**config.mk**
```make
export PLATFORM = sky130hd
export DESIGN_NAME = regfile_write_arbiter
export DESIGN_NICKNAME = d
export VERILOG_FILES = /design/src/rtl/regfile_pkg.sv /design/src/rtl/regfile_write_arbiter_wb_fifo.sv /design/src/rtl/regfile_write_arbiter.sv
export SDC_FILE = /design/constraint.sdc
export NUM_CORES = 1
export LEC_CHECK = 0
export CORE_UTILIZATION = 57
export CTS_CLUSTER_DIAMETER = 150
export DETAILED_ROUTE_END_ITERATION = 8
export GPL_ROUTABILITY_DRIVEN = 0
export PLACE_DENSITY = 0.85
export SYNTH_ARGS = -nofsm -noshare
export SYNTH_HDL_FRONTEND = slang
export SYNTH_HIERARCHICAL = 1
export SYNTH_SLANG_ARGS = --single-unit
export TNS_END_PERCENT = 100
```
**constraint.sdc**
```tcl
create_clock -name clk -period 4.1 [get_ports clk]
set_clock_uncertainty 0.15 [all_clocks]
set_input_delay 0.41 -clock clk [delete_from_list [all_inputs] [get_ports clk]]
set_output_delay 0.41 -clock clk [all_outputs]
set_load 0.1 [all_outputs]
```
**src/rtl/regfile_pkg.sv**
```systemverilog
// Shared widths and the write-request payload for the register-file writer side.
package regfile_pkg;
  localparam int unsigned REG_ADDR_W = 5;
  localparam int unsigned DATA_W     = 32;
  localparam int unsigned NUM_REGS   = 32;

  typedef struct packed {
    logic [REG_ADDR_W-1:0] addr;
    logic [DATA_W-1:0]     data;
  } wb_req_t;
endpackage

```
**src/rtl/regfile_write_arbiter_wb_fifo.sv**
```systemverilog
// In-order buffer for multi-cycle results waiting for a free write-port slot.
module wb_fifo
  import regfile_pkg::*;
#(
  parameter int unsigned DEPTH = 2
) (
  input  logic                   clk,
  input  logic                   rst_n,
  input  logic                   push,
  input  wb_req_t                push_data,
  input  logic                   pop,
  output wb_req_t                pop_data,
  output logic                   full,
  output logic                   empty,
  output logic [$clog2(DEPTH):0] count
);
  localparam int unsigned PTR_W = $clog2(DEPTH);
  localparam int unsigned CNT_W = PTR_W + 1;

  wb_req_t          mem_q [DEPTH];
  wb_req_t          mem_d [DEPTH];
  logic [PTR_W-1:0] wr_ptr_q, wr_ptr_d;
  logic [PTR_W-1:0] rd_ptr_q, rd_ptr_d;
  logic [CNT_W-1:0] count_q, count_d;
  logic             push_ok_c, pop_ok_c;

  assign full      = (count_q == CNT_W'(DEPTH));
  assign empty     = (count_q == '0);
  assign count     = count_q;
  assign pop_data  = mem_q[rd_ptr_q];
  assign push_ok_c = push && !full;
  assign pop_ok_c  = pop && !empty;

  // Pointers wrap naturally since DEPTH is a power of two.
  always_comb begin
    mem_d    = mem_q;
    wr_ptr_d = wr_ptr_q;
    rd_ptr_d = rd_ptr_q;
    if (push_ok_c) begin
      mem_d[wr_ptr_q] = push_data;
      wr_ptr_d        = wr_ptr_q + PTR_W'(1);
    end
    if (pop_ok_c) begin
      rd_ptr_d = rd_ptr_q + PTR_W'(1);
    end
    count_d = count_q + CNT_W'(push_ok_c) - CNT_W'(pop_ok_c);
  end

  always_ff @(posedge clk or negedge rst_n) begin
    if (!rst_n) begin
      for (int i = 0; i < int'(DEPTH); i++) mem_q[i] <= '0;
      wr_ptr_q <= '0;
      rd_ptr_q <= '0;
      count_q  <= '0;
    end else begin
      mem_q    <= mem_d;
      wr_ptr_q <= wr_ptr_d;
      rd_ptr_q <= rd_ptr_d;
      count_q  <= count_d;
    end
  end
endmodule

```
**src/rtl/regfile_write_arbiter.sv**
```systemverilog
// Sole driver of the register-file write port: merges pipeline writeback with buffered
// multi-cycle results and tracks per-register busy state for RAW hazard detection.
module regfile_write_arbiter
  import regfile_pkg::*;
#(
  parameter int unsigned DEPTH = 2
) (
  input  logic                  clk,
  input  logic                  rst_n,
  input  logic                  wb_we,
  input  logic [REG_ADDR_W-1:0] wb_a,
  input  logic [DATA_W-1:0]     wb_wd,
  input  logic                  mc_valid,
  output logic                  mc_ready,
  input  logic [REG_ADDR_W-1:0] mc_a,
  input  logic [DATA_W-1:0]     mc_wd,
  input  logic                  mc_issue,
  input  logic [REG_ADDR_W-1:0] mc_issue_a,
  input  logic [REG_ADDR_W-1:0] q_a1,
  input  logic [REG_ADDR_W-1:0] q_a2,
  output logic                  haz1,
  output logic                  haz2,
  output logic                  drain_req,
  output logic                  err,
  output logic                  we3,
  output logic [REG_ADDR_W-1:0] a3,
  output logic [DATA_W-1:0]     wd3
);
  localparam int unsigned CNT_W = $clog2(DEPTH) + 1;

  logic                  we3_q, we3_d;
  logic [REG_ADDR_W-1:0] a3_q, a3_d;
  logic [DATA_W-1:0]     wd3_q, wd3_d;
  logic                  src_mc_q, src_mc_d;
  logic [NUM_REGS-1:0]   busy_q, busy_d;
  logic                  err_q, err_d;

  logic                  wb_valid_c, fifo_push_c, fifo_pop_c;
  logic                  fifo_full, fifo_empty;
  logic [CNT_W-1:0]      fifo_count;
  wb_req_t               fifo_head, fifo_in;

  assign fifo_in     = '{addr: mc_a, data: mc_wd};
  assign mc_ready    = (fifo_count < CNT_W'(DEPTH));
  assign drain_req   = fifo_full;
  assign wb_valid_c  = wb_we && (wb_a != '0);
  assign fifo_push_c = mc_valid && mc_ready;
  assign fifo_pop_c  = !wb_valid_c && !fifo_empty;

  assign haz1 = (q_a1 != '0) && busy_q[q_a1];
  assign haz2 = (q_a2 != '0) && busy_q[q_a2];
  assign err  = err_q;
  assign we3  = we3_q;
  assign a3   = a3_q;
  assign wd3  = wd3_q;

  wb_fifo #(.DEPTH(DEPTH)) u_fifo (
    .clk       (clk),
    .rst_n     (rst_n),
    .push      (fifo_push_c),
    .push_data (fifo_in),
    .pop       (fifo_pop_c),
    .pop_data  (fifo_head),
    .full      (fifo_full),
    .empty     (fifo_empty),
    .count     (fifo_count)
  );

  // Write-port select: writeback wins; register-0 FIFO entries drain without a write.
  always_comb begin
    we3_d    = 1'b0;
    a3_d     = a3_q;
    wd3_d    = wd3_q;
    src_mc_d = 1'b0;
    if (wb_valid_c) begin
      we3_d = 1'b1;
      a3_d  = wb_a;
      wd3_d = wb_wd;
    end else if (fifo_pop_c) begin
      we3_d    = (fifo_head.addr != '0);
      a3_d     = fifo_head.addr;
      wd3_d    = fifo_head.data;
      src_mc_d = 1'b1;
    end
  end

  // Clear lands on the same edge the regfile commits; a same-edge issue re-marks busy.
  always_comb begin
    busy_d = busy_q;
    err_d  = err_q;
    if (we3_q && src_mc_q) busy_d[a3_q] = 1'b0;
    if (mc_issue && (mc_issue_a != '0)) begin
      busy_d[mc_issue_a] = 1'b1;
      if (busy_q[mc_issue_a]) err_d = 1'b1;
    end
    if (wb_we && (wb_a != '0) && busy_q[wb_a]) err_d = 1'b1;
  end

  always_ff @(posedge clk or negedge rst_n) begin
    if (!rst_n) begin
      we3_q    <= 1'b0;
      a3_q     <= '0;
      wd3_q    <= '0;
      src_mc_q <= 1'b0;
      busy_q   <= '0;
      err_q    <= 1'b0;
    end else begin
      we3_q    <= we3_d;
      a3_q     <= a3_d;
      wd3_q    <= wd3_d;
      src_mc_q <= src_mc_d;
      busy_q   <= busy_d;
      err_q    <= err_d;
    end
  end
endmodule
```
==> impl_results.md, run 1 <==
- Status: finished clean
- Mapped Area: 7790 µm²
- Total chip power: 0.00874 W
- Number of synthesized flops with an enable pin: 0
- Pin slew with the least headroom to its limit: 1010 ps
- Slew margin rel.: 32.1%
- Leading area contributor after synthesis: dfrtp_1
- Flop pwr share: 33.2%
- Pleak: 3.92 nW
- P_sw: 0.00366 W
- Top cells by area, synth: dfrtp_1, mux2_2, mux4_2
- Final Max Tran Viols: 0
- CTS Buf Count: 17
- Hold EP: u_fifo/mem_q[73]$_DFFE_PN0P_
- Post-synthesis adder-cell area fraction: 0.321%
- Max Freq: 303 MHz
- Post-synthesis mux area share: 33.3%
- Sequential cell area: 3750 µm²
- Clk root buf: clkbuf_16
- Sequential cell area fraction in the yosys report: 48.2%
- Longest Clk Path Bufs: 2
- Die area: 14100 µm²
- Synth-to-layout area growth: 26.2%
- Hold Path Cell Cnt: 1
- Hold slack: 350 ps
- Area of the core: 13300 µm²
- RSZ-0062 raised after global routing: no
- # DRC: 0
- Router iterations before antenna repair: 8
- Largest family of logic cells by synthesized area: multiplexers
- Multi-input logic area: 3750 µm²
- Top delay family on crit path: multiplexers
- Place WS: 799 ps
- DRT iter0 DRCs: 540
- Clock power frac: 20.0%
- Die Ht: 119 µm
- Initial Util: 58.6%
- Total Nets Final: 822
- Peak ir drop on the vdd network: 686 µV
- Ant diodes: 0
- Worst Hold Class: flop to flop
- Slowest CP cell: clkdlybuf4s50_1
- H-tree levels: 4
- Setup Fix Bufs, Post-CTS: 0
- Gate Count Post-Synth: 604
- Kind of critical path: input port to output port
- WL/cell: 21.7 µm
- Sw Share: 41.9%
- Max-Cap Viols: 0
- Dpl hpwl: 13.3 mm
- Reg2reg start: u_fifo/rd_ptr_q$_DFFE_PN0P_
- Die width: 119 µm
- Clk_lat worst skew: 420 ps
- Rows: 42
- Buffers on Ports: 136
- Cell Count, Final, Fillers Out: 915
- Final WL: 19.9 mm
- Req. time, crit path: 3540 ps
- CTS sink count: 150
- Pwr/cell area: 889 nW/µm²
- Async SR Flop Fraction: 100%
- CP startpoint: q_a1[1]
- Count of cell types in the netlist: 39
- Reg2reg setup slack: 1640 ps
- Top-level I/O count: 137
- Final-report setup violation count: 0
- Syn Nets: 700
- All-layer global routing usage: 30.1%
- WP data arrival: 2740 ps
- DP Cell Count: 882
- Most common cell in the netlist: dfrtp_1
- Register bit total from synthesis: 150
- Worst path most repeated cell: mux4_2
- Crit path capture type: output port
- Vias per std cell: 6.27
- Crit path largest cell delay: 780 ps
- Crit start category: input port
- Top FF cell, synth: dfrtp_1
- Power share of the combinational group: 46.8%
- Min Tclk post-route: 3300 ps
- Setup ws final: 800 ps
- Post-synthesis compound-gate area fraction: 7.71%
- Worst hold path startpoint: u_fifo/mem_q[73]$_DFFE_PN0P_
- CTS tree: done
- Setup TNS: 0 ps
- Syn Area/Cell: 12.9 µm²
- Post-Synth XOR/XNOR Area: 0.450%
- Yosys warning total: 6
- Post-synth top area share: 48.2%
- Hold Violations, Final: 0
- Worst path bufs/invs: 2
- Crit Reg-Reg Endpoint: we3$_DFF_PN0_
- Share of cells above drive strength 1: 26.5%
- Critical path peak fanout: 9
- Largest net degree at the start of global routing: 96
- Cell-internal power: 0.00508 W
- Post-synth top cells: dfrtp_1, mux2_2, o21ai_0
- Fill count: 872
- Vias in the first global route: 6174
- Final ANT Viol Nets: 0
- Crit share post-route: 80.5%
- R2R cell count: 4
- Initial antenna violation count: 0
- Critical path cell sequence: clkdlybuf4s50_1, mux4_2, mux4_2, mux2_2, buf_4
- Via count: 5733
- Clock transition at path regs: 60 ps
- Congestion Overflow GR: 0
- First-pass GRT wire length: 32.3 mm
- Synth Area in Simple Gates: 5.98%
[kinds of logic (layout without fill, tap and decap cells)]
kind of cell	after synthesis	in the layout
buf+inv	44	179
simple gates	92	92
compound gates	115	115
mux	197	197
fa+ha+maj	2	2
xor+xnor	4	4
flops	150	150
[cells in the final DEF (no fill, tap or decap), types with 4 or more instances in the layout]
cell             netlist  routed
buf_4                  2       8
clkbuf_16              0      17
o22ai_1                4       4
mux2_4                30      30
nand2_1               11      11
bufinv_16              0       5
o21ai_0               66      66
mux2i_1               49      49
clkdlybuf4s50_1        0     133
or3b_2                 5       5
nor2_1                43      42
a21oi_1               38      38
nand3b_1               8       8
or3_1                  4       4
nor3_1                 4       4
mux4_2                29      29
dfrtp_1              150     149
clkbuf_1              10       4
clkbuf_8               0       4
mux2_2                89      89
[cell type report]
cell class              instances  share of cell area (%)
flip-flops and latches        150                    38.2
multi-input cells             410                    38.1
repair buffers                144                    14.6
clock buffers                  25                    5.04
well taps                     176                    2.24
clock inverters                 7                    1.69
inverters                       3                   0.115
[state kept, by name (all words and copies together) (netlist names)]
name	flops
u_fifo/wr_ptr_q	1
u_fifo/mem_q	74
we3	1
src_mc_q	1
busy_q	32
a3	5
err	1
wd3	32
u_fifo/count	2
u_fifo/rd_ptr_q	1
[metrics by stage]
step / utilization (%) / instance area (µm²)
after floorplan: - / 7790
after global placement: 68.9 / 9160
after detailed placement: 68.9 / 9160
after CTS: 73.9 / 9830
after global routing: 73.9 / 9830
final: 73.9 / 9830
[how the worst max path moves through the flow]
stage / endpoint / slack (ps) / cells past startpoint
final: haz1 / 800 / 5
after global routing: haz1 / 740 / 5
after CTS: haz1 / 800 / 5
after detailed placement: u_fifo/count[1]$_DFF_PN0_ / 800 / 10
after global placement: u_fifo/count[1]$_DFF_PN0_ / 880 / 10
after floorplan: u_fifo/count[1]$_DFF_PN0_ / 1410 / 11
[power groups by stage]
stage	registers, W	logic, W	clock network (W)
4_1_cts	0.00288	0.00410	0.00177
3_3_place_gp	0.00282	0.00394	0
2_1_floorplan	0.00366	0.00224	0
6_report	0.00291	0.00409	0.00174
3_5_place_dp	0.00288	0.00407	0
5_1_grt	0.00297	0.00432	0.00182
[layer usage]
| layer | up-vias | wire length (µm) | track usage [%] |
|---|---|---|---|
| met1 | 2813 | 7550 | 37.8 |
| met5 | - | 0 | 0 |
| met2 | 370 | 9760 | 47.9 |
| met3 | 76 | 1970 | 9.00 |
| li1 | 2474 | - | - |
| met4 | 0 | 618 | 14.6 |
[timing repair]
| action | CTS | global route |
|---|---|---|
| gates resized for setup | 0 | 0 |
| hold endpoints to repair | 93 | 0 |
| hold buffers | 1 | 0 |
Note: power is estimated with default switching activity, not from simulation.
==> run 2, diff against run 1 <==
--- a/config.mk
+++ b/config.mk
@@ -5,11 +5,11 @@
 export SDC_FILE = /design/constraint.sdc
 export NUM_CORES = 1
 export LEC_CHECK = 0
-export CORE_UTILIZATION = 57
+export CORE_UTILIZATION = 53
 export CTS_CLUSTER_DIAMETER = 150
 export DETAILED_ROUTE_END_ITERATION = 8
 export GPL_ROUTABILITY_DRIVEN = 0
-export PLACE_DENSITY = 0.85
+export PLACE_DENSITY = 0.8
 export SYNTH_ARGS = -nofsm -noshare
 export SYNTH_HDL_FRONTEND = slang
 export SYNTH_HIERARCHICAL = 1
==> constraint.sdc (replaced) <==
create_clock -name clk -period 3.44 [get_ports clk]
set_clock_uncertainty 0.15 [all_clocks]
set_input_delay 0.344 -clock clk [delete_from_list [all_inputs] [get_ports clk]]
set_output_delay 0.344 -clock clk [all_outputs]
set_load 0.1 [all_outputs]
==> run 2 against run 1 <==
  * Hold slack got worse by 4.4 ps
  * Critical endpoint is now haz2
  * Flip-flop and latch count did not move
  * Sequential power rose by 16%
  * Clock-buffer cell count fell by 6
  * Global-route usage fell by 2.9 points
  * Largest power group unchanged
  * Critical path type unchanged
  * Sequential share of layout area rose by 0.19 points
==> impl_results.md, run 2 (synthesized netlist as in run 1, its figures left out) <==
- Status: finished clean
- Flop pwr share: 33.6% (+0.4 points)
- Share of cells above drive strength 1: 28.2% (+1.7 points)
- Cell Count, Final, Fillers Out: 925 (+1.1%)
- Initial Util: 55.2% (-3.3 points)
- Slew margin rel.: 34.1% (+2.0 points)
- Setup Fix Bufs, Post-CTS: 0 (unchanged)
- Sw Share: 43.0% (+1.2 points)
- P_sw: 0.00432 W (+18%)
- Dpl hpwl: 13.2 mm (-0.44%)
- Clk_lat worst skew: 420 ps (about the same)
- Setup ws final: 319 ps (-481 ps)
- Vias per std cell: 6.09 (-2.8%)
- Top-level I/O count: 137 (unchanged)
- Hold Path Cell Cnt: 3 (+2)
- CTS Buf Count: 17 (unchanged)
- Crit share post-route: 90.7%
- DRT iter0 DRCs: 548 (+1.5%)
- Power share of the combinational group: 49.2% (+2.4 points)
- Crit path capture type: output port
- Area of the core: 14100 µm² (+6.0%)
- Crit Reg-Reg Endpoint: we3$_DFF_PN0_
- Kind of critical path: input port to output port
- Pwr/cell area: 1030 nW/µm² (+16%)
- Place WS: 339 ps (-459 ps)
- Crit start category: input port
- Req. time, crit path: 2950 ps (-590 ps)
- Cell-internal power: 0.00573 W (+13%)
- Congestion Overflow GR: 0 (unchanged)
- Die area: 15200 µm² (+7.4%)
- Pleak: 3.90 nW (-0.45%)
- Clock transition at path regs: 60 ps (about the same)
- Vias in the first global route: 5977 (-3.2%)
- Max-Cap Viols: 0 (unchanged)
- Via count: 5633 (-1.7%)
- Setup TNS: 0 ps (unchanged)
- Router iterations before antenna repair: 5 (-3)
- Commonest non-fill, non-tap cell in the layout: dfrtp_1
- CTS tree: done
- Hold Violations, Final: 0 (unchanged)
- Most frequent cells in the layout: dfrtp_1, clkdlybuf4s50_1, mux2_2
- Min Tclk post-route: 3120 ps
- Post-CTS Resized: 0 (unchanged)
- Final-report setup violation count: 0 (unchanged)
- Reg2reg start: u_fifo/rd_ptr_q$_DFFE_PN0P_
- Hold EP: wd3[16]$_DFFE_PN0P_
- CTS sink count: 150 (unchanged)
- R2R cell count: 4 (unchanged)
- RSZ-0062 raised after global routing: no
- Max Freq: 320 MHz
- Rows: 43 (+2.4%)
- Reg with most FFs: u_fifo/mem_q
- Final Max Tran Viols: 0 (unchanged)
- Hold slack: 345 ps (-4.40 ps)
- Final ANT Viol Nets: 0 (unchanged)
- Clk root buf: clkbuf_16
- Die width: 123 µm (+3.6%)
- Reg2reg setup slack: 1270 ps (-370 ps)
- Worst hold path startpoint: wb_wd[16]
- H-tree levels: 4 (unchanged)
- First-pass GRT wire length: 30.9 mm (-4.4%)
- Initial antenna violation count: 0 (unchanged)
- Synth-to-layout area growth: 25.6%
- Pin slew with the least headroom to its limit: 986 ps (-29.2 ps)
- Die Ht: 123 µm (+3.6%)
- DP Cell Count: 892 (+1.1%)
- Buffers on Ports: 136 (unchanged)
- WL/cell: 20.5 µm (-5.6%)
- Total Nets Final: 828 (+0.73%)
- Longest Clk Path Bufs: 2 (unchanged)
- All-layer global routing usage: 27.2% (-2.9 points)
- # DRC: 0 (unchanged)
- Largest net degree at the start of global routing: 100 (+4.2%)
- Worst Hold Class: input port to flop
- WP data arrival: 2630 ps (-110 ps)
- Peak ir drop on the vdd network: 658 µV (-4.0%)
- Max FFs per register: 74 (unchanged)
- Critical path peak fanout: 9 (unchanged)
- Final WL: 19.0 mm (-4.6%)
- Ant diodes: 0 (unchanged)
- Clock power frac: 17.2% (-2.8 points)
==> run 2: changes by cell type in the layout (fill, tap and decap cells not counted) <==
cell,change
clkinv_2,+5
clkinvlp_4,+5
clkbuf_8,-3
clkdlybuf4s50_1,-5
clkbuf_1,-3
buf_12,+2
bufinv_16,-4
buf_4,+9
==> run 2: cell type report <==
| cell class | count | area [µm²] |
|---|---|---|
| fill | 986 | 4310 |
| sequential | 150 | 3750 |
| multi-input combinational | 410 | 3750 |
| timing repair buffer | 150 | 1490 |
| clock buffer | 19 | 443 |
| tap | 180 | 225 |
| clock inverter | 13 | 109 |
| inverter | 3 | 11.3 |
==> run 2: through the flow <==
step	instance area, µm²	total power [W]	util, %
2_1_floorplan	7790	0.00704	-
3_3_place_gp	9220	0.00811	65.4
3_5_place_dp	9220	0.00830	65.4
4_1_cts	9780	0.0101	69.4
5_1_grt	9780	0.0105	69.4
6_report	9780	0.0101	69.4
==> run 2: routing by layer <==
layer,vias up,GRT usage (%),routed length [µm]
met1,2822,35.3,7840
met3,41,7.15,1560
met2,284,42.3,9110
li1,2486,-,-
met4,0,13.5,480
met5,-,0,0
==> run 2: worst max path at each step <==
| stage | from | end | slack (ps) | depth (start not counted) |
|---|---|---|---|---|
| floorplan | wb_a[3] | u_fifo/count[1]$_DFF_PN0_ | 810 | 11 |
| global placement | q_a1[0] | haz1 | 420 | 5 |
| detailed placement | q_a2[0] | haz2 | 340 | 5 |
| CTS | q_a2[1] | haz2 | 330 | 5 |
| global route | q_a2[0] | haz2 | 270 | 5 |
| finish | q_a2[0] | haz2 | 320 | 5 |
==> run 2: critical path, stage by stage <==
cell,delay (ps)
clkdlybuf4s50_1,760
mux4_2,570
mux4_2,460
mux2_2,310
buf_12,170
==> run 2: repair_timing <==
action | in CTS | in global routing
endpoints found under the setup margin | 0 | 0
hold endpoints to repair | 97 | 0
hold buffers | 1 | 0
==> run 2: power groups by stage <==
| stage | Clock [W] | Combinational [W] | Sequential, W |
|---|---|---|---|
| 2_1_floorplan | 0 | 0.00267 | 0.00437 |
| 3_5_place_dp | 0 | 0.00493 | 0.00337 |
| 5_1_grt | 0.00184 | 0.00521 | 0.00348 |
| 3_3_place_gp | 0 | 0.00481 | 0.00331 |
| 4_1_cts | 0.00176 | 0.00496 | 0.00336 |
| 6_report | 0.00173 | 0.00494 | 0.00338 |
==> run 3, diff against run 2 <==
--- a/config.mk
+++ b/config.mk
@@ -6,6 +6,7 @@
 export NUM_CORES = 1
 export LEC_CHECK = 0
 export CORE_UTILIZATION = 53
+export CTS_BUF_LIST = sky130_fd_sc_hd__clkbuf_4 sky130_fd_sc_hd__clkbuf_8 sky130_fd_sc_hd__clkbuf_16
 export CTS_CLUSTER_DIAMETER = 150
 export DETAILED_ROUTE_END_ITERATION = 8
 export GPL_ROUTABILITY_DRIVEN = 0
==> run 3 against run 2 <==
  * Die area is the same
  * Total power hardly changed
  * Sequential power barely moved
  * Hold slack about the same
  * Largest cell class unchanged
  * Global-route usage stayed put
  * Worst setup slack is essentially flat
  * Cell area hardly changed
  * Via count barely moved
==> impl_results.md, run 3 (synthesized netlist as in run 1, its figures left out) <==
- Status: finished clean
- Critical path cell sequence: clkdlybuf4s50_1, mux4_2, mux4_2, mux2_2, buf_12
- Place WS: 339 ps (unchanged)
- Share of cells above drive strength 1: 28.3% (+0.13 points)
- Buffers on Ports: 136 (unchanged)
- Clk root buf: clkbuf_16
- CTS Buf Count: 17 (unchanged)
- WP data arrival: 2630 ps (about the same)
- Critical path peak fanout: 9 (unchanged)
- Final instance area: 9790 µm² (about the same)
- Crit share post-route: 90.7% (about the same)
- Die Ht: 123 µm (unchanged)
- Pwr/cell area: 1030 nW/µm² (about the same)
- Slew margin rel.: 34.1% (unchanged)
- CP startpoint: q_a2[0]
- # DRC: 0 (unchanged)
- Rows: 43 (unchanged)
- Total Nets Final: 828 (unchanged)
- Top-level I/O count: 137 (unchanged)
- Crit path capture: haz2
- Router iterations before antenna repair: 5 (unchanged)
- Peak ir drop on the vdd network: 658 µV (about the same)
- Vias per std cell: 6.09 (about the same)
- Crit Reg-Reg Endpoint: we3$_DFF_PN0_
- Hold-fix buffers, CTS: 1 (unchanged)
- Vias in the first global route: 5977 (unchanged)
- Top delay family on crit path: multiplexers
- Max Freq: 320 MHz (about the same)
- Longest Clk Path Bufs: 2 (unchanged)
- First-pass GRT wire length: 30.9 mm (unchanged)
- Max FFs per register: 74 (unchanged)
- Pin slew with the least headroom to its limit: 986 ps (unchanged)
- All-layer global routing usage: 27.2% (unchanged)
- Synth-to-layout area growth: 25.7% (about the same)
- H-tree levels: 4 (unchanged)
- Commonest non-fill, non-tap cell in the layout: dfrtp_1
- Final Max Tran Viols: 0 (unchanged)
- Ant diodes: 0 (unchanged)
- WP depth: 5 (unchanged)
- Crit path capture type: output port
- Worst hold path startpoint: wb_wd[16]
- Initial antenna violation count: 0 (unchanged)
- Setup Fix Bufs, Post-CTS: 0 (unchanged)
- Die area: 15200 µm² (unchanged)
- Worst Hold Class: input port to flop
- Req. time, crit path: 2950 ps (about the same)
- Dpl hpwl: 13.2 mm (unchanged)
- Pleak: 3.91 nW (about the same)
- Hold Path Cell Cnt: 3 (unchanged)
- Hold slack: 345 ps (+0.0250 ps)
- Die width: 123 µm (unchanged)
- Crit start category: input port
- Clock transition at path regs: 60 ps (about the same)
- Met3 routed WL: 1.59 mm (+1.9%)
- Setup ws final: 319 ps (-0.0330 ps)
- Area of the core: 14100 µm² (unchanged)
- Reg with most FFs: u_fifo/mem_q
- Setup TNS: 0 ps (unchanged)
- Reg2reg start: u_fifo/rd_ptr_q$_DFFE_PN0P_
- Clk_lat worst skew: 420 ps (about the same)
- Worst path most repeated cell: mux4_2
- Post-CTS Resized: 0 (unchanged)
- Met1 Routed Length: 7.78 mm (-0.79%)
- Kind of critical path: input port to output port
- RSZ-0062 raised after global routing: no
- Worst path bufs/invs: 2 (unchanged)
- Placed Area: 9220 µm² (unchanged)
- Most frequent cells in the layout: dfrtp_1, clkdlybuf4s50_1, mux2_2
- Final WL: 19.0 mm (unchanged)
- Initial Util: 55.2% (unchanged)
- Hold Violations, Final: 0 (unchanged)
- R2R cell count: 4 (unchanged)
- Uppermost routed layer: met4
- DRT iter0 DRCs: 548 (unchanged)
- CTS tree: done
- Largest net degree at the start of global routing: 100 (unchanged)
- Max-Cap Viols: 0 (unchanged)
- CTS sink count: 150 (unchanged)
- Via count: 5629 (-0.071%)
- Congestion Overflow GR: 0 (unchanged)
- Final-report setup violation count: 0 (unchanged)
- Slowest CP cell: clkdlybuf4s50_1
- Reg2reg setup slack: 1280 ps (about the same)
- WL met2: 9.17 mm (+0.59%)
- Crit path largest cell delay: 760 ps (about the same)
- WL/cell: 20.5 µm (unchanged)
- Min Tclk post-route: 3120 ps (+0.0330 ps)
- Final ANT Viol Nets: 0 (unchanged)
[run 3: cell counts in the layout (fill, tap and decap cells not counted)]
Identical to the previous run, type by type.
[run 3: per-layer routing]
metal | vias up | global-route usage (%)
met1 | 2828 | 35.3
met2 | 281 | 42.3
met4 | 0 | 13.5
met5 | - | 0
li1 | 2482 | -
met3 | 38 | 7.15
[run 3: final cells by class]
| type | instances | area, µm² |
|---|---|---|
| clock buffer | 19 | 447 |
| tap | 180 | 225 |
| timing repair buffer | 150 | 1490 |
| sequential | 150 | 3750 |
| multi-input combinational | 410 | 3750 |
| fill | 987 | 4310 |
| clock inverter | 13 | 109 |
| inverter | 3 | 11.3 |
[run 3: worst min-delay path by stage]
stage	slack, ps	endpoint
after floorplan	-100	a3[0]$_DFFE_PN0P_
after global placement	330	wd3[16]$_DFFE_PN0P_
after detailed placement	340	u_fifo/mem_q[11]$_DFFE_PN0P_
after CTS	330	wd3[16]$_DFFE_PN0P_
after global routing	350	wd3[24]$_DFFE_PN0P_
final	350	wd3[16]$_DFFE_PN0P_
[run 3: per-stage QoR]
stage / total power (W) / utilization (%) / cells
after floorplan: 0.00704 / - / 604
after global placement: 0.00811 / 65.4 / 892
after detailed placement: 0.00830 / 65.4 / 892
after CTS: 0.0101 / 69.4 / 925
after global routing: 0.0105 / 69.4 / 925
final: 0.0101 / 69.4 / 925
[run 3: report_power, final]
part | leakage [nW] | total (W) | switching (W) | internal, W
sequential | 1.72 | 0.00338 | 0.000780 | 0.00260
combinational | 1.93 | 0.00494 | 0.00282 | 0.00212
clock | 0.260 | 0.00174 | 0.000725 | 0.00101
total | 3.91 | 0.0101 | 0.00432 | 0.00574
[run 3: worst min-delay path, cell delays in order]
cell	delay, ps
clkdlybuf4s50_1	390
nor2_1	100
a21oi_1	40
